### config.mk
export PLATFORM = sky130hd
export DESIGN_NAME = utopia_rx_sched_flat
export DESIGN_NICKNAME = d
export VERILOG_FILES = /design/src/rtl/utopia_rx_if.sv /design/src/rtl/utopia_rx_sched.sv /design/src/flat_wrapper.sv
export SDC_FILE = /design/constraint.sdc
export NUM_CORES = 1
export LEC_CHECK = 0
export BUFFER_PORTS_ARGS = -buffer_cell sky130_fd_sc_hd__buf_2
export CORE_ASPECT_RATIO = 0.9
export CORE_MARGIN = 4
export CORE_UTILIZATION = 50
export CTS_CLUSTER_DIAMETER = 100
export DETAILED_ROUTE_END_ITERATION = 16
export GPL_TIMING_DRIVEN = 0
export PLACE_DENSITY = 0.82
export RECOVER_POWER = 100
export SLEW_MARGIN = 10
export SYNTH_ARGS = -nofsm -noshare
export SYNTH_HDL_FRONTEND = slang
export SYNTH_SLANG_ARGS = --single-unit
### constraint.sdc
create_clock -name clk -period 2.8 [get_ports clk]
set_input_delay 0.14 -clock clk [delete_from_list [all_inputs] [get_ports clk]]
set_output_delay 0.14 -clock clk [all_outputs]
set_load 0.005 [all_outputs]
### src/rtl/utopia_rx_if.sv
// Utopia Level-1 Rx pin bundle plus the per-byte tagging
// that the scheduler hands to the switch core.
interface utopia_rx_if #(
  parameter int NumRx = 4
) ();
  localparam int PtrW = (NumRx > 1) ? $clog2(NumRx) : 1;

  logic [NumRx-1:0] rx_clav;
  logic [NumRx-1:0] rx_soc;
  logic [NumRx-1:0] rx_en;
  logic [PtrW-1:0]  sel_port;
  logic             sel_valid;
  logic             byte_valid;
  logic [5:0]       byte_idx;
  logic             cell_done;
  logic             soc_err;

  modport master (
    input  rx_clav,
    input  rx_soc,
    output rx_en,
    output sel_port,
    output sel_valid,
    output byte_valid,
    output byte_idx,
    output cell_done,
    output soc_err
  );

  modport slave (
    output rx_clav,
    output rx_soc,
    input  rx_en,
    input  sel_port,
    input  sel_valid,
    input  byte_valid,
    input  byte_idx,
    input  cell_done,
    input  soc_err
  );
endinterface

### src/rtl/utopia_rx_sched.sv
// Round-robin cell scheduler for the Utopia Rx ports:
// grants one port per cell, tags bytes, checks soc.
module utopia_rx_sched #(
  parameter int NumRx     = 4,
  parameter int CellBytes = 53
) (
  input  logic             clk,
  input  logic             rst_n,
  input  logic [NumRx-1:0] port_mask,
  input  logic             core_ready,
  utopia_rx_if.master      bus
);
  localparam int PtrW = (NumRx > 1) ? $clog2(NumRx) : 1;
  localparam logic [5:0] LastIdx = 6'(CellBytes - 1);

  typedef enum logic [1:0] {
    IDLE,
    XFER,
    DRAIN
  } state_e;

  state_e           state_q;
  logic [PtrW-1:0]  rr_q;
  logic [PtrW-1:0]  sel_q;
  logic [NumRx-1:0] en_q;
  logic [5:0]       cnt_q;
  logic [5:0]       idx_q;
  logic             bv_q;
  logic             cd_q;

  logic [NumRx-1:0] req;
  logic [PtrW-1:0]  win_d;
  logic [PtrW-1:0]  ptr;
  logic             hit_d;
  logic             abort;

  function automatic logic [PtrW-1:0] inc(
    input logic [PtrW-1:0] p
  );
    return (int'(p) == NumRx - 1) ? '0 : p + 1'b1;
  endfunction

  assign req = bus.rx_clav & port_mask;

  always_comb begin
    win_d = rr_q;
    hit_d = 1'b0;
    ptr   = rr_q;
    for (int i = 0; i < NumRx; i++) begin
      if (!hit_d && req[ptr]) begin
        win_d = ptr;
        hit_d = 1'b1;
      end
      ptr = inc(ptr);
    end
  end

  // Byte 0 without soc kills the cell before byte 1 reaches the core
  assign abort = bv_q && (idx_q == '0) && !bus.rx_soc[sel_q];

  always_ff @(posedge clk or negedge rst_n) begin
    if (!rst_n) begin
      state_q <= IDLE;
      rr_q    <= '0;
      sel_q   <= '0;
      en_q    <= '1;
      cnt_q   <= '0;
      idx_q   <= '0;
      bv_q    <= 1'b0;
      cd_q    <= 1'b0;
    end else begin
      bv_q  <= (state_q == XFER) && !abort;
      idx_q <= cnt_q;
      cd_q  <= (state_q == XFER) && !abort &&
               (cnt_q == LastIdx);
      unique case (state_q)
        IDLE: begin
          en_q <= '1;
          if (core_ready && hit_d) begin
            sel_q       <= win_d;
            en_q[win_d] <= 1'b0;
            cnt_q       <= '0;
            state_q     <= XFER;
          end
        end
        XFER: begin
          if (abort) begin
            en_q    <= '1;
            cnt_q   <= '0;
            rr_q    <= inc(sel_q);
            state_q <= IDLE;
          end else if (cnt_q == LastIdx) begin
            en_q    <= '1;
            cnt_q   <= '0;
            state_q <= DRAIN;
          end else begin
            cnt_q <= cnt_q + 6'd1;
          end
        end
        DRAIN: begin
          en_q    <= '1;
          rr_q    <= inc(sel_q);
          state_q <= IDLE;
        end
        default: begin
          en_q    <= '1;
          state_q <= IDLE;
        end
      endcase
    end
  end

  assign bus.rx_en      = en_q;
  assign bus.sel_port   = sel_q;
  assign bus.sel_valid  = (state_q != IDLE);
  assign bus.byte_valid = bv_q && !abort;
  assign bus.byte_idx   = idx_q;
  assign bus.cell_done  = cd_q;
  assign bus.soc_err    = abort;
endmodule
### src/flat_wrapper.sv
// flat-port wrapper written by rule: the top's interface ports become plain ports
module utopia_rx_sched_flat 
#(
  parameter int NumRx     = 4,
  parameter int CellBytes = 53
)
  (clk, rst_n, port_mask, core_ready, bus_rx_clav, bus_rx_soc, bus_rx_en, bus_sel_port, bus_sel_valid, bus_byte_valid, bus_byte_idx, bus_cell_done, bus_soc_err);
  utopia_rx_if #(.NumRx(NumRx)) bus_i ();
  input  logic clk;
  input  logic rst_n;
  input  logic [NumRx-1:0] port_mask;
  input  logic core_ready;
  input wire logic [$bits(bus_i.rx_clav)-1:0] bus_rx_clav;
  input wire logic [$bits(bus_i.rx_soc)-1:0] bus_rx_soc;
  output wire logic [$bits(bus_i.rx_en)-1:0] bus_rx_en;
  output wire logic [$bits(bus_i.sel_port)-1:0] bus_sel_port;
  output wire logic [$bits(bus_i.sel_valid)-1:0] bus_sel_valid;
  output wire logic [$bits(bus_i.byte_valid)-1:0] bus_byte_valid;
  output wire logic [$bits(bus_i.byte_idx)-1:0] bus_byte_idx;
  output wire logic [$bits(bus_i.cell_done)-1:0] bus_cell_done;
  output wire logic [$bits(bus_i.soc_err)-1:0] bus_soc_err;
  assign bus_i.rx_clav = bus_rx_clav;
  assign bus_i.rx_soc = bus_rx_soc;
  assign bus_rx_en = bus_i.rx_en;
  assign bus_sel_port = bus_i.sel_port;
  assign bus_sel_valid = bus_i.sel_valid;
  assign bus_byte_valid = bus_i.byte_valid;
  assign bus_byte_idx = bus_i.byte_idx;
  assign bus_cell_done = bus_i.cell_done;
  assign bus_soc_err = bus_i.soc_err;
  utopia_rx_sched #(.NumRx(NumRx), .CellBytes(CellBytes)) u_core (.clk(clk), .rst_n(rst_n), .port_mask(port_mask), .core_ready(core_ready), .bus(bus_i));
endmodule
# --- After elaboration in Yosys (flattened, before gate mapping) ---
# Index checks and enable logic that the tools add are counted.
op_classes:
  bitwise: 2
  mux: 37
  n_reduce_logical: 24
  n_addsub: 5
  order_cmp: 7
  n_eq_ne: 10
ops:
  columns: ["operator", "n"]
  rows:
  - ["$mux 2", 11]
  - ["$lt 2x3->1 const B", 6]
  - ["$mux 6", 3]
  - ["$mux 4", 3]
  - ["$pmux 6 s2", 1]
  - ["$bmux 1 s2", 5]
  - ["$eq 2x1->1 const B", 5]
  - ["$logic_and 1x1->1", 10]
  - ["$mux 1", 10]
  - ["$add 2x1->2 const B", 4]
  - ["$pmux 2 s2", 2]
  - ["$pmux 4 s2", 1]
  - ["$reduce_and 2->1", 4]
  - ["$add 6x1->6 const B", 1]
  - ["$eq 6x6->1 const B", 1]
  - ["$logic_not 6->1", 1]
  - ["$reduce_bool 2->1", 3]
  - ["$logic_not 1->1", 5]
  - ["$and 4x4->4", 1]
  - ["$ne 2x1->1 const B", 2]
  - ["$not 4->4", 1]
  - ["$ne 3x2->1 const B", 1]
  - ["$demux 1 s2", 1]
  - ["$eq 2x2->1 const B", 1]
  - ["other kinds (2)", 2]
word_totals:
  output_inout_bits: 16
  register_bits: 24
  wordCells: 93
  in_bits: 15

# --- Depth between registers and ports, before layout ---
# Gate-level depths: netlist (run 1).
logic_depth:
  word_depth: 20
  mapped_depth: 8
  ltp_nobuf: 7

# --- Least setup slack after synthesis (run 1) ---
# OpenSTA, ideal clock, no wires.
synth_timing:
  path_kind: "register -> register"
  start: "register u_core.rr_q[1]"
  end: "register u_core.cnt_q[2]"
  t_arrival_ns: 2.266
  setup_time_ns: 0.124
  slack_ns: 0.410
  path_stages_with_launch: 7
  synth_period_minus_slack_ns: 2.390
  path_buffers: 0
  required_time_ns: 2.676
  cell_sequence: "dfrtp_1 ha_1 nor2_1 mux4_2 and2_4 a311o_1 a211o_1"
synth_between:
  elab_chain_cells: 15
  elab_cells_between_ends: 30
  classes_between: "add/sub (3); eq/ne (4); mux (15); reduce/logical (8)"
synth_rtl:
  columns: ["item", "line_no", "rtl"]
  rows:
  - ["start, declared", "utopia_rx_sched.sv:23", "logic [PtrW-1:0] rr_q;"]
  - ["start signal, assigned", "utopia_rx_sched.sv:90", "rr_q <= inc(sel_q);"]
  - ["start signal, assigned", "utopia_rx_sched.sv:102", "rr_q <= inc(sel_q);"]
  - ["branches (longest 11 deep; another with $add 2x1->2)", null, null]
  - ["$mux 1 *", "utopia_rx_sched.sv:50", "if (!hit_d && req[ptr]) begin"]
  - ["$logic_and 1x1->1 *", "utopia_rx_sched.sv:79", "if (core_ready && hit_d) begin"]
  - ["$ne 2x1->1 (no line) *", null, null]
  - ["$reduce_and 2->1 (no line) *", null, null]
  - ["end signal, assigned", "utopia_rx_sched.sv:97", "cnt_q <= cnt_q + 6'd1;"]
  - ["end, declared", "utopia_rx_sched.sv:26", "logic [5:0] cnt_q;"]
# Every way passes the cells marked *. The select of a mux whose other input is x is not followed.
# A chain may end at the register's enable or synchronous reset.

# --- Worst setup path after layout (run 1) ---
layout_timing:
  start: "register u_core.rr_q[1]"
  end: "register u_core.cnt_q[5]"
# The elaborated chain is that of the path after synthesis.

==> results_dict.tcl, run 1 <==
set metrics [dict create \
    synth_top_family_by_area "compound AO/OA/AOI/OAI gates" \
    synthSimpleGateAreaFrac_pct 21.2 \
    path_max_fanout 6 \
    dpl.cell_count 214 \
    met2_usage_pct 30.2 \
    finalWeightedCongestion 0.932 \
    synth-compound-area-share_pct 22.0 \
    cts_sinks 24 \
    synth.lib_cells_used.distinct 47 \
    ys.warnings.count 0 \
    postRouteAntennaNets 0 \
    timing.rr.start "u_core.rr_q[1]" \
    drcViolationCount 0 \
    report.final.setup_viol 0 \
    grt_max_degree 25 \
    critical_path.startpoint_type "register" \
    power_leakage_nw 0.763 \
    viasPerCell 5.94 \
    floorplan.rows 18 \
    diodes 0 \
    grt_setup_unrepaired "false" \
    die_area_sq_um 3870 \
    wl_per_cell_um 15.6 \
    final_core_util_pct 62.1 \
    yosys.area.top_type "sky130_fd_sc_hd__dfrtp_1" \
    area_delta_synth_final_pct 17.0 \
    drive_above_1_share_pct 22.9 \
    routed_wirelength_um 3420 \
    synth_sequential_area_ratio_pct 41.2 \
    post-synth-top-area-fraction_pct 34.0 \
    max_cap_viol_count 0 \
    crit_share_post_route_pct 93.1 \
    i_o_pin_count 31 \
    fin_cells 219 \
    cts_post_setup_buffers_inserted 0 \
    hold_path_startpoint "core_ready" \
    synth-xor-area-share_pct 0.596 \
    synth_enable_flop_cells 0 \
    postSynthRegisterBits 24 \
    run_status "finished, final reports clean" \
    ys_top_cells_by_area "sky130_fd_sc_hd__dfrtp_1 (34%), sky130_fd_sc_hd__dfstp_2 (7.1%), sky130_fd_sc_hd__mux4_2 (6.1%)" \
    muxShareOfSynthArea_pct 8.43 \
    largest_buffer_count_on_any_clock_path 2 \
    cp-startpoint "u_core.rr_q[1]" \
    worst-setup-path-type "reg -> reg" \
    gr-usage-all-layers_pct 19.1 \
    globalRouteMet3Util_pct 4.55 \
    num-nets-final 199 \
    worst_pin_slew_ps 1230 \
    cellPowerDensity_nw_per_um2 1060 \
    clock_latency_ps 310 \
    slew-limit-headroom_pct 18.0 \
    synthesis.nets 163 \
    dpl_cell_area_sq_um 1670 \
    path_clk_slew_ps 130 \
    dp_hpwl_um 2620 \
    top_ff_cell_synth "sky130_fd_sc_hd__dfrtp_1" \
    postSynthAreaPerCell_sq_um 10.2 \
    grt-busiest-layer "met2" \
    global_route.usage.met1_pct 28.0 \
    syn-instance-count 144 \
    die-height_um 59.4 \
    yosys.area_share.adder_pct 3.40 \
    cp_data_required_time_ps 3010 \
    cts.root.buffer_cell "sky130_fd_sc_hd__clkbuf_4" \
    setup_tns_ps 0 \
    synth-async-reset-ratio_pct 100 \
    vias 1300 \
    drv_slew 0 \
    global_route_wire_length_before_repair_um 5730 \
    grt-ovfl-total 0 \
    floorplan.initialDensity_pct 53.1 \
    maxClockFrequency_mhz 384 \
    drt_iter0_markers 62 \
    cts_inserted_buffers 3 \
    finClkSkew_ps 5.04 \
    hold_violations_final 0 \
    syn_area_sq_um 1470 \
    hp-class "in -> reg" \
    buffer_ports.inserted 30 \
    placeableCoreArea_sq_um 2770 \
    drt_first_pass_iters 4 \
    chipWidth_um 65.2 \
    end_kind "register" \
    antenna_found_initial 0 \
    htree_num_levels 1 \
    final_cell_area_sq_um 1720 \
    first_global_vias 1224 \
    layout.cells.most_common_list "sky130_fd_sc_hd__buf_2 (20), sky130_fd_sc_hd__dfrtp_1 (20), sky130_fd_sc_hd__clkbuf_1 (15)" \
    period_minus_slack_ps 2610 \
    worst_ep_arrival_time_ps 2810 \
    max-vdd-ir-drop_v 0.000616 \
    tritoncts_clock_tree "yes" \
]
## flip-flops by register name, summed over array words and instances (netlist names)
register / flops
u_core.bus.byte_idx: 6
u_core.cnt_q: 6
u_core.bus.rx_en: 4
u_core.bus.sel_port: 2
u_core.rr_q: 2
u_core.state_q: 2
u_core.bus.cell_done: 1
u_core.bv_q: 1
## area by class of cell
type                       count  area [sq um]
sequential                    24           606
timing repair buffer          31           146
tap                           40          50.0
clock buffer                   3          22.5
buffer                         5          20.0
fill                         248          1050
clock inverter                 1          30.0
inverter                       7          26.3
multi-input combinational    108           820
## repair_timing
item	CTS	global route
hold buffers	1	0
endpoints found under the hold margin	20	0
gates resized for setup	0	2
endpoints found under the setup margin	0	4
## critical path, stage by stage, from the launching register on
cell	delay (ps)
sky130_fd_sc_hd__dfrtp_1	500
sky130_fd_sc_hd__ha_1	270
sky130_fd_sc_hd__nor2_2	240
sky130_fd_sc_hd__mux4_2	570
sky130_fd_sc_hd__and2_0	190
sky130_fd_sc_hd__a311o_1	410
sky130_fd_sc_hd__a211o_1	320
## power by group
group	switching (mW)	total [mW]	internal, mW
Clock	0.101	0.245	0.145
Sequential	0.120	0.605	0.485
Combinational	0.541	0.980	0.439
## routing by layer
layer | up-vias | wire (um) | share of wire [%]
met5 | - | 0 | 0
met4 | 0 | 11 | 0.32
met1 | 637 | 1670 | 49
li1 | 624 | - | -
met2 | 37 | 1530 | 45
met3 | 2 | 204 | 6.0
## through the flow
stage | worst slack [ps] | power (mW) | hold WS [ps]
final | 193 | 1.83 | 238
after global routing | 80.0 | 1.99 | 245
after CTS | 103 | 1.85 | 236
after detailed placement | 127 | 1.60 | 141
after global placement | 173 | 1.56 | 131
after floorplan | 410 | 1.30 | -156
## path summary, 6_finish.rpt
kind                                          endpoint  slack (ps)  cells after the start
worst min register to register  u_core.bus.byte_idx[0]         460                      0
worst min-delay path            u_core.bus.sel_port[1]         240                      3
worst max register to register         u_core.cnt_q[5]         190                      6
max in group asynchronous              u_core.cnt_q[3]        1480                      2
worst max-delay path                   u_core.cnt_q[5]         190                      6
min in group asynchronous         u_core.bus.cell_done         600                      2
## synth_stat cells, drive strengths merged, types with 2 or more instances
cell     number
clkbuf        4
nor3b         2
o21ai         3
o21a          2
dfstp         4
a211oi        2
a211o         5
dfrtp        20
o2bb2ai       3
o22a          2
nand2        10
inv           7
nand4bb       2
nor3          4
mux4          4
o211ai        3
a21oi         6
and2          7
o211a         2
o2111ai       2
nor2b         2
nand3         7
mux2          3
nor4          2
ha            4
a2111oi       2
nand3b        4
nor2         10
a21o          2
## cell families (layout without fill, tap and decap cells)
group,count (synthesis),count (layout)
compound gates,41,41
flops,24,24
simple gates,55,55
xor+xnor,1,1
mux,7,7
buf+inv,12,47
fa+ha+maj,4,4
Note: power is estimated with default switching activity, not from simulation.
==> inputs of run 2 (changes only) <==
Settings changed: CORE_UTILIZATION 50 to 40, PLACE_DENSITY 0.82 to 0.7.
Clock period 2.8 ns to 2.6 ns, I/O delays scaled along.
==> results_dict.tcl, run 2 (same netlist as run 1, synthesis figures left out) <==
set metrics [dict create \
    hp-class "in -> reg" \
    buffer_ports.inserted 30 \
    cts_inserted_buffers 3 \
    max_cap_viol_count 0 \
    multiInputGateArea_sq_um 832 \
    fin_cells 223 \
    hold_end "u_core.bus.sel_port[1]" \
    chipWidth_um 71.9 \
    drv_slew 0 \
    drive_above_1_share_pct 26.8 \
    htree_num_levels 1 \
    hold_violations_final 0 \
    maxClockFrequency_mhz 399 \
    worstReg2RegEnd "u_core.cnt_q[3]" \
    pre_cts_slack_ps -33.9 \
    diodes 0 \
    finalWeightedCongestion 0.914 \
    path_max_fanout 6 \
    final_core_util_pct 51.1 \
    finClkSkew_ps 4.96 \
    floorplan.rows 20 \
    first_global_vias 1223 \
    postRouteAntennaNets 0 \
    cts_post_setup_buffers_inserted 0 \
    vias 1304 \
    critical_path.startpoint_type "register" \
    total_power_mw 2.06 \
    report.final.setup_viol 0 \
    viasPerCell 5.85 \
    worst_ep_arrival_time_ps 2660 \
    dp_hpwl_um 2670 \
    num-nets-final 199 \
    worst_pin_slew_ps 1230 \
    period_minus_slack_ps 2510 \
    antenna_found_initial 0 \
    layout.cells.most_common_list "sky130_fd_sc_hd__buf_2 (26), sky130_fd_sc_hd__dfrtp_1 (20), sky130_fd_sc_hd__nor2_1 (9)" \
    die-height_um 65.5 \
    placeableCoreArea_sq_um 3450 \
    die_area_sq_um 4710 \
    tritoncts_clock_tree "yes" \
    run_status "finished, final reports clean" \
    power_leakage_nw 0.795 \
    drcViolationCount 0 \
    floorplan.initialDensity_pct 42.6 \
    worstRegToRegCells 6 \
    gr-usage-all-layers_pct 15.6 \
    crit_share_post_route_pct 96.5 \
    cts_sinks 24 \
    drt_iter0_markers 64 \
    max-vdd-ir-drop_v 0.000480 \
    reg2reg_setup_slack_ps 90 \
    sequential_cell_area_sq_um 606 \
    slew-limit-headroom_pct 17.8 \
    largest_buffer_count_on_any_clock_path 2 \
    path_clk_slew_ps 80 \
    fillCellCount 336 \
    cts.root.buffer_cell "sky130_fd_sc_hd__clkbuf_8" \
    timing.rr.start "u_core.rr_q[1]" \
    grt_max_degree 25 \
    wl_per_cell_um 15.8 \
    cell_depth_of_the_worst_min_delay_path 3 \
    hold_path_startpoint "core_ready" \
    grt-ovfl-total 0 \
    area_delta_synth_final_pct 20.1 \
    cellPowerDensity_nw_per_um2 1170 \
    cp_data_required_time_ps 2750 \
    worst-setup-path-type "reg -> reg" \
    global_route_wire_length_before_repair_um 5840 \
    finalWorstSetupSlack_ps 91.9 \
    mostFrequentLayoutCell "sky130_fd_sc_hd__buf_2" \
    end_kind "register" \
    clock_latency_ps 260 \
    routed_wirelength_um 3520 \
    dpl.cell_count 218 \
    drt_first_pass_iters 4 \
    i_o_pin_count 31 \
]
run 2: worst max path at each step:
stage	cells after the start	slack, ps	from	end
global route	7	-7	u_core.rr_q[1]	u_core.bus.sel_port[0]
floorplan	6	210	u_core.rr_q[1]	u_core.cnt_q[2]
detailed placement	6	-30	u_core.rr_q[1]	u_core.cnt_q[3]
finish	6	90	u_core.rr_q[1]	u_core.cnt_q[3]
CTS	6	20	u_core.rr_q[1]	u_core.bus.sel_port[0]
global placement	6	-50	u_core.rr_q[1]	u_core.cnt_q[3]
run 2: where the power goes:
part           leakage (nW)  switching (mW)  internal, mW  total (mW)
clock                0.0357           0.109         0.206       0.315
sequential            0.292           0.128         0.520       0.649
combinational         0.467           0.600         0.497        1.10
total                 0.795           0.837          1.22        2.06
run 2: routing by layer:
metal / part of all wire, % / vias up / GRT usage (%)
li1: - / 621 / -
met1: 47 / 628 / 22.5
met2: 46 / 51 / 23.4
met3: 6.8 / 4 / 3.67
met4: 0.77 / 0 / 4.23
met5: 0 / - / 0
run 2: repair_timing:
| item | 4_1_cts | 5_1_grt |
|---|---|---|
| endpoints found under the setup margin | 3 | 8 |
| resized for setup | 1 | 5 |
| cloned | 0 | 0 |
| pin swaps | 0 | 0 |
| hold buffers | 1 | 0 |
| endpoints found under the hold margin | 20 | 0 |
run 2: final cells by class:
class                   instances  area share, %
repair buffers                 31           8.72
clock buffers                   3           2.34
well taps                      44           3.12
flip-flops and latches         24           34.3
plain buffers                   5           1.20
inverters                       7           1.49
multi-input cells             108           47.1
clock inverters                 1           1.70
run 2: per-stage QoR:
stage	area, sq um	TNS [ps]	hold slack [ps]
5_1_grt	1770	-16.4	327
2_1_floorplan	1470	0	-166
3_3_place_gp	1680	-148	121
6_report	1770	0	286
3_5_place_dp	1680	-85.8	135
4_1_cts	1760	0	293
run 2: critical path: stages, from the launching register on:
cell and delay (ps):
sky130_fd_sc_hd__dfrtp_1 470, sky130_fd_sc_hd__ha_1 290, sky130_fd_sc_hd__nor2_4 180, sky130_fd_sc_hd__mux4_2 560
sky130_fd_sc_hd__and2_4 180, sky130_fd_sc_hd__a311o_1 400, sky130_fd_sc_hd__a211o_1 320
==> inputs of run 3 (changes only) <==
Settings changed: ABC_AREA set to 1, GPL_TIMING_DRIVEN 0 to 1, PLACE_DENSITY 0.7 to 0.69.
==> results_dict.tcl, run 3 <==
set metrics [dict create \
    grt_max_degree 25 \
    mostFrequentLayoutCell "sky130_fd_sc_hd__nand2_1" \
    synthMostInstantiatedCell "sky130_fd_sc_hd__nand2_1" \
    global_route_wire_length_before_repair_um 5550 \
    drt_first_pass_iters 4 \
    cp_data_required_time_ps 2810 \
    tritoncts_clock_tree "yes" \
    die-height_um 66.7 \
    critical-path-slowest-cell "sky130_fd_sc_hd__dfrtp_1" \
    final_core_util_pct 48.3 \
    end_kind "register" \
    drcViolationCount 0 \
    synth.lib_cells_used.distinct 29 \
    gr-usage-all-layers_pct 14.7 \
    pre_cts_slack_ps 445 \
    max_cap_viol_count 0 \
    syn_area_sq_um 1530 \
    slowest_delay_ps 520 \
    largest_buffer_count_on_any_clock_path 2 \
    synth_enable_flop_cells 0 \
    cts.repair.resized 0 \
    globalRouteMet3Util_pct 2.71 \
    slew-limit-headroom_pct 18.6 \
    postSynthRegisterBits 24 \
    cellPowerDensity_nw_per_um2 1380 \
    cell_by_cell_listing_of_the_critical_path "ha_1 > inv_1 > nand2_1 > nand2_4 > nand2_2 > inv_2 > nor2_4 > nand3_4 > nand2_1 > nand2_2 > nand2_1 > nand2_2 > nor2_1 > nor2_1" \
    finalWeightedCongestion 0.818 \
    clock_latency_ps 260 \
    ys.warnings.count 0 \
    synthesis.nets 214 \
    finClkSkew_ps 2.25 \
    post-synth-top-area-fraction_pct 32.7 \
    vias 1303 \
    cts_sinks 24 \
    hold_violations_final 0 \
    period_minus_slack_ps 2240 \
    power_leakage_nw 0.936 \
    ys_top_cells_by_area "sky130_fd_sc_hd__dfrtp_1 (33%), sky130_fd_sc_hd__nand2_1 (11%), sky130_fd_sc_hd__dfstp_2 (6.9%)" \
    chipWidth_um 73.2 \
    setup_tns_ps 0 \
    layout.cells.most_common_list "sky130_fd_sc_hd__nand2_1 (48), sky130_fd_sc_hd__nor2_1 (28), sky130_fd_sc_hd__buf_2 (23)" \
    global_route.usage.met1_pct 19.9 \
    syn-instance-count 195 \
    buffer_ports.inserted 30 \
    htree_num_levels 1 \
    report.final.setup_viol 0 \
    num-nets-final 249 \
    postSynthAreaPerCell_sq_um 7.84 \
    floorplan.rows 21 \
    yosys.area.top_type "sky130_fd_sc_hd__dfrtp_1" \
    synth-async-reset-ratio_pct 100 \
    maxClockFrequency_mhz 445 \
    i_o_pin_count 31 \
    drive_above_1_share_pct 24.0 \
    wl_per_cell_um 11.8 \
    grt_setup_unrepaired "false" \
    worst_slack_on_hold_paths_ps 241 \
    crit_share_post_route_pct 86.3 \
    worst-setup-path-type "reg -> reg" \
    drt_iter0_markers 62 \
    floorplan.initialDensity_pct 41.3 \
    run_status "finished, final reports clean" \
    routed_wirelength_um 3250 \
    cts.root.buffer_cell "sky130_fd_sc_hd__clkbuf_8" \
    first_global_vias 1228 \
    cts_inserted_buffers 3 \
    diodes 0 \
    cts.hold.buffers_added 1 \
    dp_hpwl_um 2680 \
    grt-ovfl-total 0 \
    post_synth_most_frequent_cells "sky130_fd_sc_hd__nand2_1 (46), sky130_fd_sc_hd__nor2_1 (27), sky130_fd_sc_hd__nand3_1 (21)" \
    viasPerCell 4.74 \
    drv_slew 0 \
    critical_path.startpoint_type "register" \
    grt-busiest-layer "met2" \
    top_ff_cell_synth "sky130_fd_sc_hd__dfrtp_1" \
    postRouteAntennaNets 0 \
    path_max_fanout 9 \
    area_delta_synth_final_pct 17.1 \
    antenna_found_initial 0 \
    die_area_sq_um 4880 \
    hp-class "in -> reg" \
    placeableCoreArea_sq_um 3700 \
    path_clk_slew_ps 80 \
    synth_sequential_area_ratio_pct 39.6 \
    cts_post_setup_buffers_inserted 0 \
    finalWorstSetupSlack_ps 355 \
    worst_ep_arrival_time_ps 2450 \
    worst_pin_slew_ps 1220 \
    max-vdd-ir-drop_v 0.000431 \
    met2_usage_pct 24.1 \
]
==> run 3: cell count changes after synthesis, sizes merged, moves of 4 or more <==
cell	before	now
nand2	10	59
nor2	10	32
nand3	7	27
inv	7	21
o21ai	3	11
and2	7	0
a211o	5	0
clkbuf	4	0
mux4	4	0
==> run 3: power by group <==
group | internal (mW) | total (mW) | switching (mW)
Clock | 0.206 | 0.321 | 0.115
Combinational | 0.528 | 1.51 | 0.977
Sequential | 0.509 | 0.643 | 0.134
Total | 1.24 | 2.47 | 1.23
==> run 3: cell type report <==
class	count	area (sq um)
Inverter	22	85.1
Timing Repair Buffer	31	151
Fill cell	376	1910
Tap cell	46	57.6
Multi-Input combinational cell	148	820
Clock inverter	1	30.0
Sequential cell	24	606
Clock buffer	3	41.3
==> run 3: final timing paths <==
kind / from / endpoint / slack (ps) / depth (start not counted)
max in group asynchronous: rst_n / u_core.rr_q[0] / 1240 / 2
hold / removal: core_ready / u_core.state_q[0] / 240 / 3
hold reg to reg: u_core.cnt_q[5] / u_core.bus.byte_idx[5] / 420 / 0
setup / recovery: u_core.rr_q[0] / u_core.bus.rx_en[3] / 360 / 14
setup reg to reg: u_core.rr_q[0] / u_core.bus.rx_en[3] / 360 / 14
min in group asynchronous: rst_n / u_core.bus.byte_idx[1] / 640 / 2
==> run 3: per-layer routing <==
| layer | vias up | wire (um) |
|---|---|---|
| met5 | - | 0 |
| met4 | 0 | 0 |
| met1 | 590 | 1560 |
| met3 | 0 | 129 |
| li1 | 692 | - |
| met2 | 21 | 1570 |
==> run 3: logic make-up (layout without fill, tap and decap cells) <==
group | after synthesis | in the layout | synth area share [%]
buf+inv | 23 | 57 | 6.30
compound gates | 14 | 14 | 5.57
xor+xnor | 4 | 4 | 2.29
flops | 24 | 24 | 39.6
simple gates | 126 | 126 | 43.0
fa+ha+maj | 4 | 4 | 3.27
==> run 3: worst max-delay path: cells and delay by family (launching register included) <==
family / cells / cell delay, ps
adders and majority gates: 1 / 480
and+or+nand+nor: 11 / 1000
DFF: 1 / 520
buffers and inverters: 2 / 190
==> run 3: per-stage QoR <==
stage                     instances  area, sq um  power (mW)
after floorplan                 195         1530        1.86
after global placement          270         1730        2.17
after detailed placement        270         1730        2.20
after CTS                       275         1810        2.53
after global routing            275         1790        2.71
final                           275         1790        2.47
